<file path="config.mk">
export PLATFORM = sky130hd
export DESIGN_NAME = led_center_out_seq
export DESIGN_NICKNAME = d
export VERILOG_FILES = /design/src/rtl/led_center_out_seq.sv
export SDC_FILE = /design/constraint.sdc
export NUM_CORES = 1
export LEC_CHECK = 0
export BUFFER_PORTS_ARGS = -buffer_cell sky130_fd_sc_hd__buf_2
export CAP_MARGIN = 30
export CORE_MARGIN = 2
export CORE_UTILIZATION = 37
export DETAILED_ROUTE_END_ITERATION = 6
export GPL_ROUTABILITY_DRIVEN = 0
export MAX_ROUTING_LAYER = met4
export PLACE_DENSITY = 0.63
export RECOVER_POWER = 50
export REMOVE_ABC_BUFFERS = 1
export SLEW_MARGIN = 40
export SYNTH_ARGS = -nofsm -noshare
export SYNTH_HDL_FRONTEND = slang
export SYNTH_SLANG_ARGS = --single-unit
</file>
<file path="constraint.sdc">
create_clock -name clki -period 4.2 [get_ports clki]
set_input_delay 0 -clock clki [delete_from_list [all_inputs] [get_ports clki]]
set_output_delay 0 -clock clki [all_outputs]
set_load 0.005 [all_outputs]
</file>
<file path="src/rtl/led_center_out_seq.sv">
// Centre-out LED animation stepped by rising edges of the slow clk_hz toggle.
// clk_hz is synchronised into the clki domain; each rising edge advances the sequence by one step.
module led_center_out_seq #(
  parameter int N_LED      = 8,
  parameter int HOLD_TICKS = 2
) (
  input  logic                             clki,
  input  logic                             rst,
  input  logic                             clk_hz,
  input  logic                             en,
  input  logic                             mode,
  output logic [N_LED-1:0]                 led,
  output logic [$clog2(N_LED/2+1)-1:0]     step,
  output logic                             busy,
  output logic                             seq_done
);

  localparam int C   = N_LED / 2;
  localparam int K_W = $clog2(C + 1);
  localparam logic [K_W-1:0] K_MAX     = K_W'(C);
  localparam logic [7:0]     HOLD_LAST = 8'((HOLD_TICKS > 0) ? HOLD_TICKS - 1 : 0);

  typedef enum logic [1:0] {IDLE, EXPAND, HOLD, CLEAR} state_t;

  state_t           state_q;
  logic             s1_q, s2_q, s3_q;
  logic [K_W-1:0]   k_q;
  logic [7:0]       hcnt_q;
  logic             mode_q;
  logic [N_LED-1:0] led_q;
  logic [K_W-1:0]   step_q;
  logic             busy_q;
  logic             seq_done_q;
  logic             tick;

  // s1 is the metastability-catching stage; the edge is detected between s2 and s3.
  assign tick = s2_q & ~s3_q;

  function automatic logic [N_LED-1:0] pattern(input logic [K_W-1:0] k, input logic dot);
    logic [N_LED-1:0] p;
    int lo, hi;
    p  = '0;
    lo = C - int'(k);
    hi = C - 1 + int'(k);
    for (int i = 0; i < N_LED; i++) begin
      if (dot) p[i] = (i == lo) || (i == hi);
      else     p[i] = (i >= lo) && (i <= hi);
    end
    return p;
  endfunction

  always_ff @(posedge clki) begin
    if (rst) begin
      s1_q       <= 1'b0;
      s2_q       <= 1'b0;
      s3_q       <= 1'b0;
      state_q    <= IDLE;
      k_q        <= '0;
      hcnt_q     <= '0;
      mode_q     <= 1'b0;
      led_q      <= '0;
      step_q     <= '0;
      busy_q     <= 1'b0;
      seq_done_q <= 1'b0;
    end else begin
      s1_q       <= clk_hz;
      s2_q       <= s1_q;
      s3_q       <= s2_q;
      seq_done_q <= 1'b0;
      if (tick) begin
        case (state_q)
          IDLE: begin
            if (en) begin
              state_q <= EXPAND;
              k_q     <= K_W'(1);
              mode_q  <= mode;
              led_q   <= pattern(K_W'(1), mode);
              step_q  <= K_W'(1);
              busy_q  <= 1'b1;
            end
          end
          EXPAND: begin
            if (k_q < K_MAX) begin
              k_q    <= k_q + K_W'(1);
              led_q  <= pattern(k_q + K_W'(1), mode_q);
              step_q <= k_q + K_W'(1);
            end else if (HOLD_TICKS > 0) begin
              state_q <= HOLD;
              hcnt_q  <= '0;
            end else begin
              state_q <= CLEAR;
              led_q   <= '0;
              step_q  <= '0;
            end
          end
          HOLD: begin
            if (hcnt_q == HOLD_LAST) begin
              state_q <= CLEAR;
              led_q   <= '0;
              step_q  <= '0;
            end else begin
              hcnt_q <= hcnt_q + 8'd1;
            end
          end
          CLEAR: begin
            seq_done_q <= 1'b1;
            if (en) begin
              state_q <= EXPAND;
              k_q     <= K_W'(1);
              mode_q  <= mode;
              led_q   <= pattern(K_W'(1), mode);
              step_q  <= K_W'(1);
            end else begin
              state_q <= IDLE;
              k_q     <= '0;
              busy_q  <= 1'b0;
            end
          end
          default: state_q <= IDLE;
        endcase
      end
    end
  end

  assign led      = led_q;
  assign step     = step_q;
  assign busy     = busy_q;
  assign seq_done = seq_done_q;

endmodule

</file>
==> results of run 1 <==
-- through the flow --
stage	instances	total power [mW]
after floorplan	180	0.323
after global placement	249	0.337
after detailed placement	249	0.337
after CTS	258	0.556
after global routing	258	0.578
final	258	0.547
-- state kept, by name (all words and copies together), names as in the netlist --
signal / count
hcnt_q: 8
led: 8
k_q: 3
step: 3
state_q: 2
busy: 1
mode_q: 1
s1_q: 1
s2_q: 1
s3_q: 1
seq_done: 1
-- metal layers --
layer,wire [um],vias up,GRT usage [%]
met3,91,0,4.47
li1,-,701,-
met2,1380,18,19.2
met4,0,0,5.13
met5,0,-,-
met1,1670,597,20.1
-- area by class of cell --
type,count,share of cell area [%]
Clock buffer,5,3.74
Tap cell,52,3.54
Timing Repair Buffer,19,5.38
Multi-Input combinational cell,138,51.7
Sequential cell,30,32.7
Inverter,12,2.45
Clock inverter,2,0.545
-- worst paths after layout --
path	from	endpoint	slack (ps)	cells past startpoint
worst min register to register	step[0]	step[0]	450	2
worst max-delay path	k_q[0]	led[4]	2150	7
worst min-delay path	en	k_q[0]	70	3
worst max register to register	k_q[0]	led[4]	2150	7
-- cell usage after synthesis (4+ instances only) --
master	number
dfxtp_1	30
nor2_1	19
nand2_1	14
a21oi_1	13
ha_1	12
inv_1	12
o21ai_0	7
nand3_1	6
and3_1	5
nor2b_1	5
clkbuf_1	4
mux2i_1	4
nand2b_1	4
nor3_1	4
o211ai_1	4
xor2_1	4
-- tightest hold or removal path, delay by kind of cell --
| kind | cells | cell delay (ps) |
|---|---|---|
| AOI/OAI and AO/OA | 1 | 70 |
| buffers and inverters | 1 | 140 |
| and+or+nand+nor | 1 | 90 |
-- logic make-up (layout without fill, tap and decap cells) --
logic type	count (synthesis)	in the layout	share of synthesized area (%)
xor+xnor	7	7	3.75
simple gates	68	68	22.9
fa+ha+maj	12	12	9.19
buf+inv	19	38	5.13
compound gates	47	47	19.8
flops	30	30	36.8
mux	4	4	2.45
-- power breakdown --
part / total (mW) / switching (mW) / internal (mW)
combinational: 0.0391 / 0.0235 / 0.0156
clock: 0.216 / 0.105 / 0.111
sequential: 0.293 / 0.00351 / 0.289
total: 0.547 / 0.132 / 0.416
==> impl_metrics.yaml, run 1 <==
sta:
  skew_ps: 4.95
  drv_slew: 0
  max_freq_ghz: 0.487
  tightest_slew_ps: 668
  fin_hold_ws_ps: 70.4
  min_period_ps: 2050
  setup_ws_ps: 2150
  setup_viol: 0
  hold_viol_final: 0
  maxSlewHeadroom_pct: 55.0
  rsz0062_at_grt: "no"
  setup_tns_ps: 0
  fin_crit_sh_pct: 48.9
die:
  design.core.area_mm2: 0.00429
  die_y_um: 70.5
  die_w_um: 70.5
  rows: 24
  initial_core_util_pct: 38.1
  die_area_mm2: 0.00496
  ioPinCount: 18
setup_path:
  worstPathBufferInverterCount: 1
  critical-path-max-stage-delay_ps: 460
  crit_arrival_ps: 2210
  crit_path_end_kind: "flop"
  crit_required_ps: 4350
  cp-start-kind: "flop"
  path_cells: "inv_1, ha_1, nand2b_1, nand2_1, and3_1, o211ai_1, a21oi_1"
  slowest_stage: "ha_1"
  setup.worst_path.class: "flop to flop"
  cp_max_fo: 8
  path_delay_family: "simple AND/OR/NAND/NOR gates"
synth:
  syn-cell-area_mm2: 0.00163
  yosys.area.top_type: "dfxtp_1"
  synth.area.top_cells: "dfxtp_1 (37%), ha_1 (9.2%), nor2_1 (4.4%)"
  syn-mean-instance-area_um2: 8.74
  synth_warnings: 0
  synth.distinct_cells: 46
  synth.top_cell.area_share_pct: 36.8
  yosysSeqAreaShare_pct: 36.8
  synth_edf_count: 0
  synth-seq-cells: 30
  synth_async_sr_flop_share_pct: 0
  synth_flop_cell: "dfxtp_1"
  postSynthCellCount: 187
global_routing:
  overflow: 0
  antenna_found_initial: 0
  grtUsageTotal_pct: 14.3
  grt_pass1_wl_um: 5490
  grt_pass1_vias: 1151
  grt_max_degree: 24
cells_and_area:
  num_antenna_cells: 0
  utilization_pct: 42.8
  drive_gt1_share_pct: 13.1
  syn_to_final_growth_pct: 12.5
  design_area_mm2: 0.00184
  multi_input_area_um2: 950
  final_common_cell: "dfxtp_1"
  fill_cells: 438
  seq_area_um2: 601
  nets: 223
  final_cell_mix: "dfxtp_1 (30), nor2_1 (19), nand2_1 (14), a21oi_1 (13)"
placed_design:
  place_worst_setup_slack_ps: 2110
  port_buffers: 17
  placed_area_mm2: 0.00175
  hpwl_um: 2230
clocking:
  ctsHtreeMaxLevel: 2
  clock_latency_ps: 280
  path_clk_slew_ps: 60
  cts_setup_buffers: 0
  cts.sink_count: 30
  root_buffer: "clkbuf_8"
  clockBufferDepth: 2
  cts_resized: 0
  cts_hold_buf: 2
  cts_tree: "yes"
  numCtsBuffers: 5
worst_hold_path:
  holdCritPathClass: "primary input to flop"
route:
  drt_iter0_markers: 59
  ant_nets: 0
  drt_pass1_iterations: 4
  routedWlPerCell_um: 12.2
  wl_um: 3140
  viasPerCell: 5.10
  num_vias: 1316
  route.detailed.drc: 0
power_and_ir_drop:
  ir_drop_mv: 0.123
  p_leak_nw: 0.679
  power_density_mw_per_mm2: 298
status:
  outcome: "finished clean"
run:
  drv_cap: 0
Note: power is estimated with default switching activity, not from simulation.
==> run 2, diff against run 1 <==
==> constraint.sdc (replaced) <==
create_clock -name clki -period 1.94 [get_ports clki]
set_input_delay 0 -clock clki [delete_from_list [all_inputs] [get_ports clki]]
set_output_delay 0 -clock clki [all_outputs]
set_load 0.005 [all_outputs]
==> run 2 against run 1 <==
Sequential cell count unchanged; global-route usage up 0.56 points; maximum frequency increased by 16%; power up 120%; sequential power rose by 120%; register-to-register slack got worse by 2000 ps; utilization grew 1.9 points; non-clock buffer count up 10; critical path depth unchanged; clock power is 110% higher; critical path type unchanged; largest cell class unchanged.
==> impl_metrics.yaml, run 2 (synthesized netlist as in run 1, its figures left out) <==
status:
  outcome: "finished clean"
cells_and_area:
  drive_gt1_share_pct: 16.2
  final_common_cell: "dfxtp_1"
  fill_cells: 442
  final_cell_mix: "dfxtp_1 (29), nor2_1 (19), nand2_1 (14), a21oi_1 (13)"
  nets: 233
  syn_to_final_growth_pct: 17.5
  utilization_pct: 44.7
  num_antenna_cells: 0
run:
  drv_cap: 0
clocking:
  cts.sink_count: 30
  clockBufferDepth: 2
  path_clk_slew_ps: 60
  cts_tree: "yes"
  clock_latency_ps: 280
  cts_setup_buffers: 0
  root_buffer: "clkbuf_8"
  ctsHtreeMaxLevel: 2
  numCtsBuffers: 5
die:
  design.core.area_mm2: 0.00429
  initial_core_util_pct: 38.1
  die_y_um: 70.5
  die_w_um: 70.5
  die_area_mm2: 0.00496
  ioPinCount: 18
  rows: 24
power_and_ir_drop:
  switching_share_pct: 23.4
  power_density_mw_per_mm2: 620
  p_comb_share_pct: 7.9
  power_frac_seq_pct: 53.2
  ir_drop_mv: 0.234
  p_leak_nw: 0.710
  internal_power_uw: 912
  p_sw_uw: 278
  pwr-share-clk_pct: 38.9
setup_path:
  crit_path_end_kind: "flop"
  cp-endpoint: "led[3]"
  reg2reg_to: "led[3]"
  setup.worst_path.class: "flop to flop"
  crit_required_ps: 2090
  critPathLaunch: "k_q[0]"
  cp-start-kind: "flop"
  r2r_slack_ps: 170
  crit_arrival_ps: 1920
  cp_max_fo: 7
  reg2regPathDepth: 7
  r2r_start: "k_q[0]"
route:
  wl_um: 3320
  ant_nets: 0
  routedWlPerCell_um: 12.4
  viasPerCell: 5.24
  drt_iter0_markers: 53
  route.detailed.drc: 0
  drt_pass1_iterations: 4
  num_vias: 1405
global_routing:
  grt_max_degree: 24
  grt_pass1_wl_um: 5800
  antenna_found_initial: 0
  use_met1_pct: 18.8
  grt_pass1_vias: 1320
  use_met2_pct: 21.6
  overflow: 0
  grt_most_used_layer: "met2"
  use_met3_pct: 4.62
  grtUsageTotal_pct: 14.9
sta:
  max_freq_ghz: 0.565
  hold_viol_final: 0
  skew_ps: 4.72
  drv_slew: 0
  rsz0062_at_grt: "no"
  fin_hold_ws_ps: 71.2
  min_period_ps: 1770
  maxSlewHeadroom_pct: 71.4
  tightest_slew_ps: 425
  setup_viol: 0
  fin_crit_sh_pct: 91.3
  setup_tns_ps: 0
worst_hold_path:
  holdCritPathClass: "primary input to flop"
placed_design:
  port_buffers: 17
  hpwl_um: 2370
## run 2: changes by cell type in the layout (fill, tap and decap cells not counted), sizes merged
cell	delta
buf	+6
clkbuf	+6
clkinv	-2
## run 2: layout make-up
cell class | instances | area [um2] | area share, %
Sequential cell | 30 | 602 | 31.4
Timing Repair Buffer | 29 | 164 | 8.54
Clock buffer | 7 | 76.3 | 3.98
Inverter | 12 | 45.0 | 2.35
Tap cell | 52 | 65.1 | 3.39
Multi-Input combinational cell | 138 | 967 | 50.4
## run 2: timing repair
item                                   4_1_cts  5_1_grt
hold buffers                                 2        0
setup endpoints to repair                    0       12
endpoints found under the hold margin        2        0
gates resized for setup                      0        6
## run 2: worst min path at each step
stage	startpoint	to	slack, ps	cells past startpoint
after global routing	en	k_q[0]	90	3
final	en	k_q[0]	70	3
after detailed placement	clk_hz	s1_q	220	2
after floorplan	rst	k_q[1]	70	1
after CTS	en	k_q[0]	70	3
after global placement	clk_hz	s1_q	210	2
## run 2: power groups by stage
| stage | sequential, mW | clock [mW] | combinational (mW) |
|---|---|---|---|
| after global placement | 0.646 | 0 | 0.0912 |
| after floorplan | 0.646 | 0 | 0.0528 |
| final | 0.633 | 0.463 | 0.0942 |
| after CTS | 0.633 | 0.484 | 0.0946 |
| after detailed placement | 0.646 | 0 | 0.0911 |
| after global routing | 0.634 | 0.516 | 0.106 |
## run 2: stage by stage
step / total power [mW] / worst slack (ps) / instances / cell area (um2)
2_1_floorplan: 0.699 / 164 / 180 / 1600
3_3_place_gp: 0.737 / 47.7 / 259 / 1820
3_5_place_dp: 0.737 / 17.7 / 259 / 1820
4_1_cts: 1.21 / 4.60 / 268 / 1920
5_1_grt: 1.26 / 22.5 / 268 / 1920
6_report: 1.19 / 169 / 268 / 1920
## run 2: metal layers
layer / up-vias / share of wire [%]
met5: - / 0
met4: 0 / 2.1
met3: 8 / 4.5
met2: 29 / 44
met1: 652 / 50
li1: 716 / -
## run 2: critical path: stages, from the launching register on
cell      delay [ps]
dfxtp_2          390
inv_1             70
ha_1             400
nand2b_2         210
nand2_1          120
and3_1           200
o211ai_1         170
a21oi_1           80
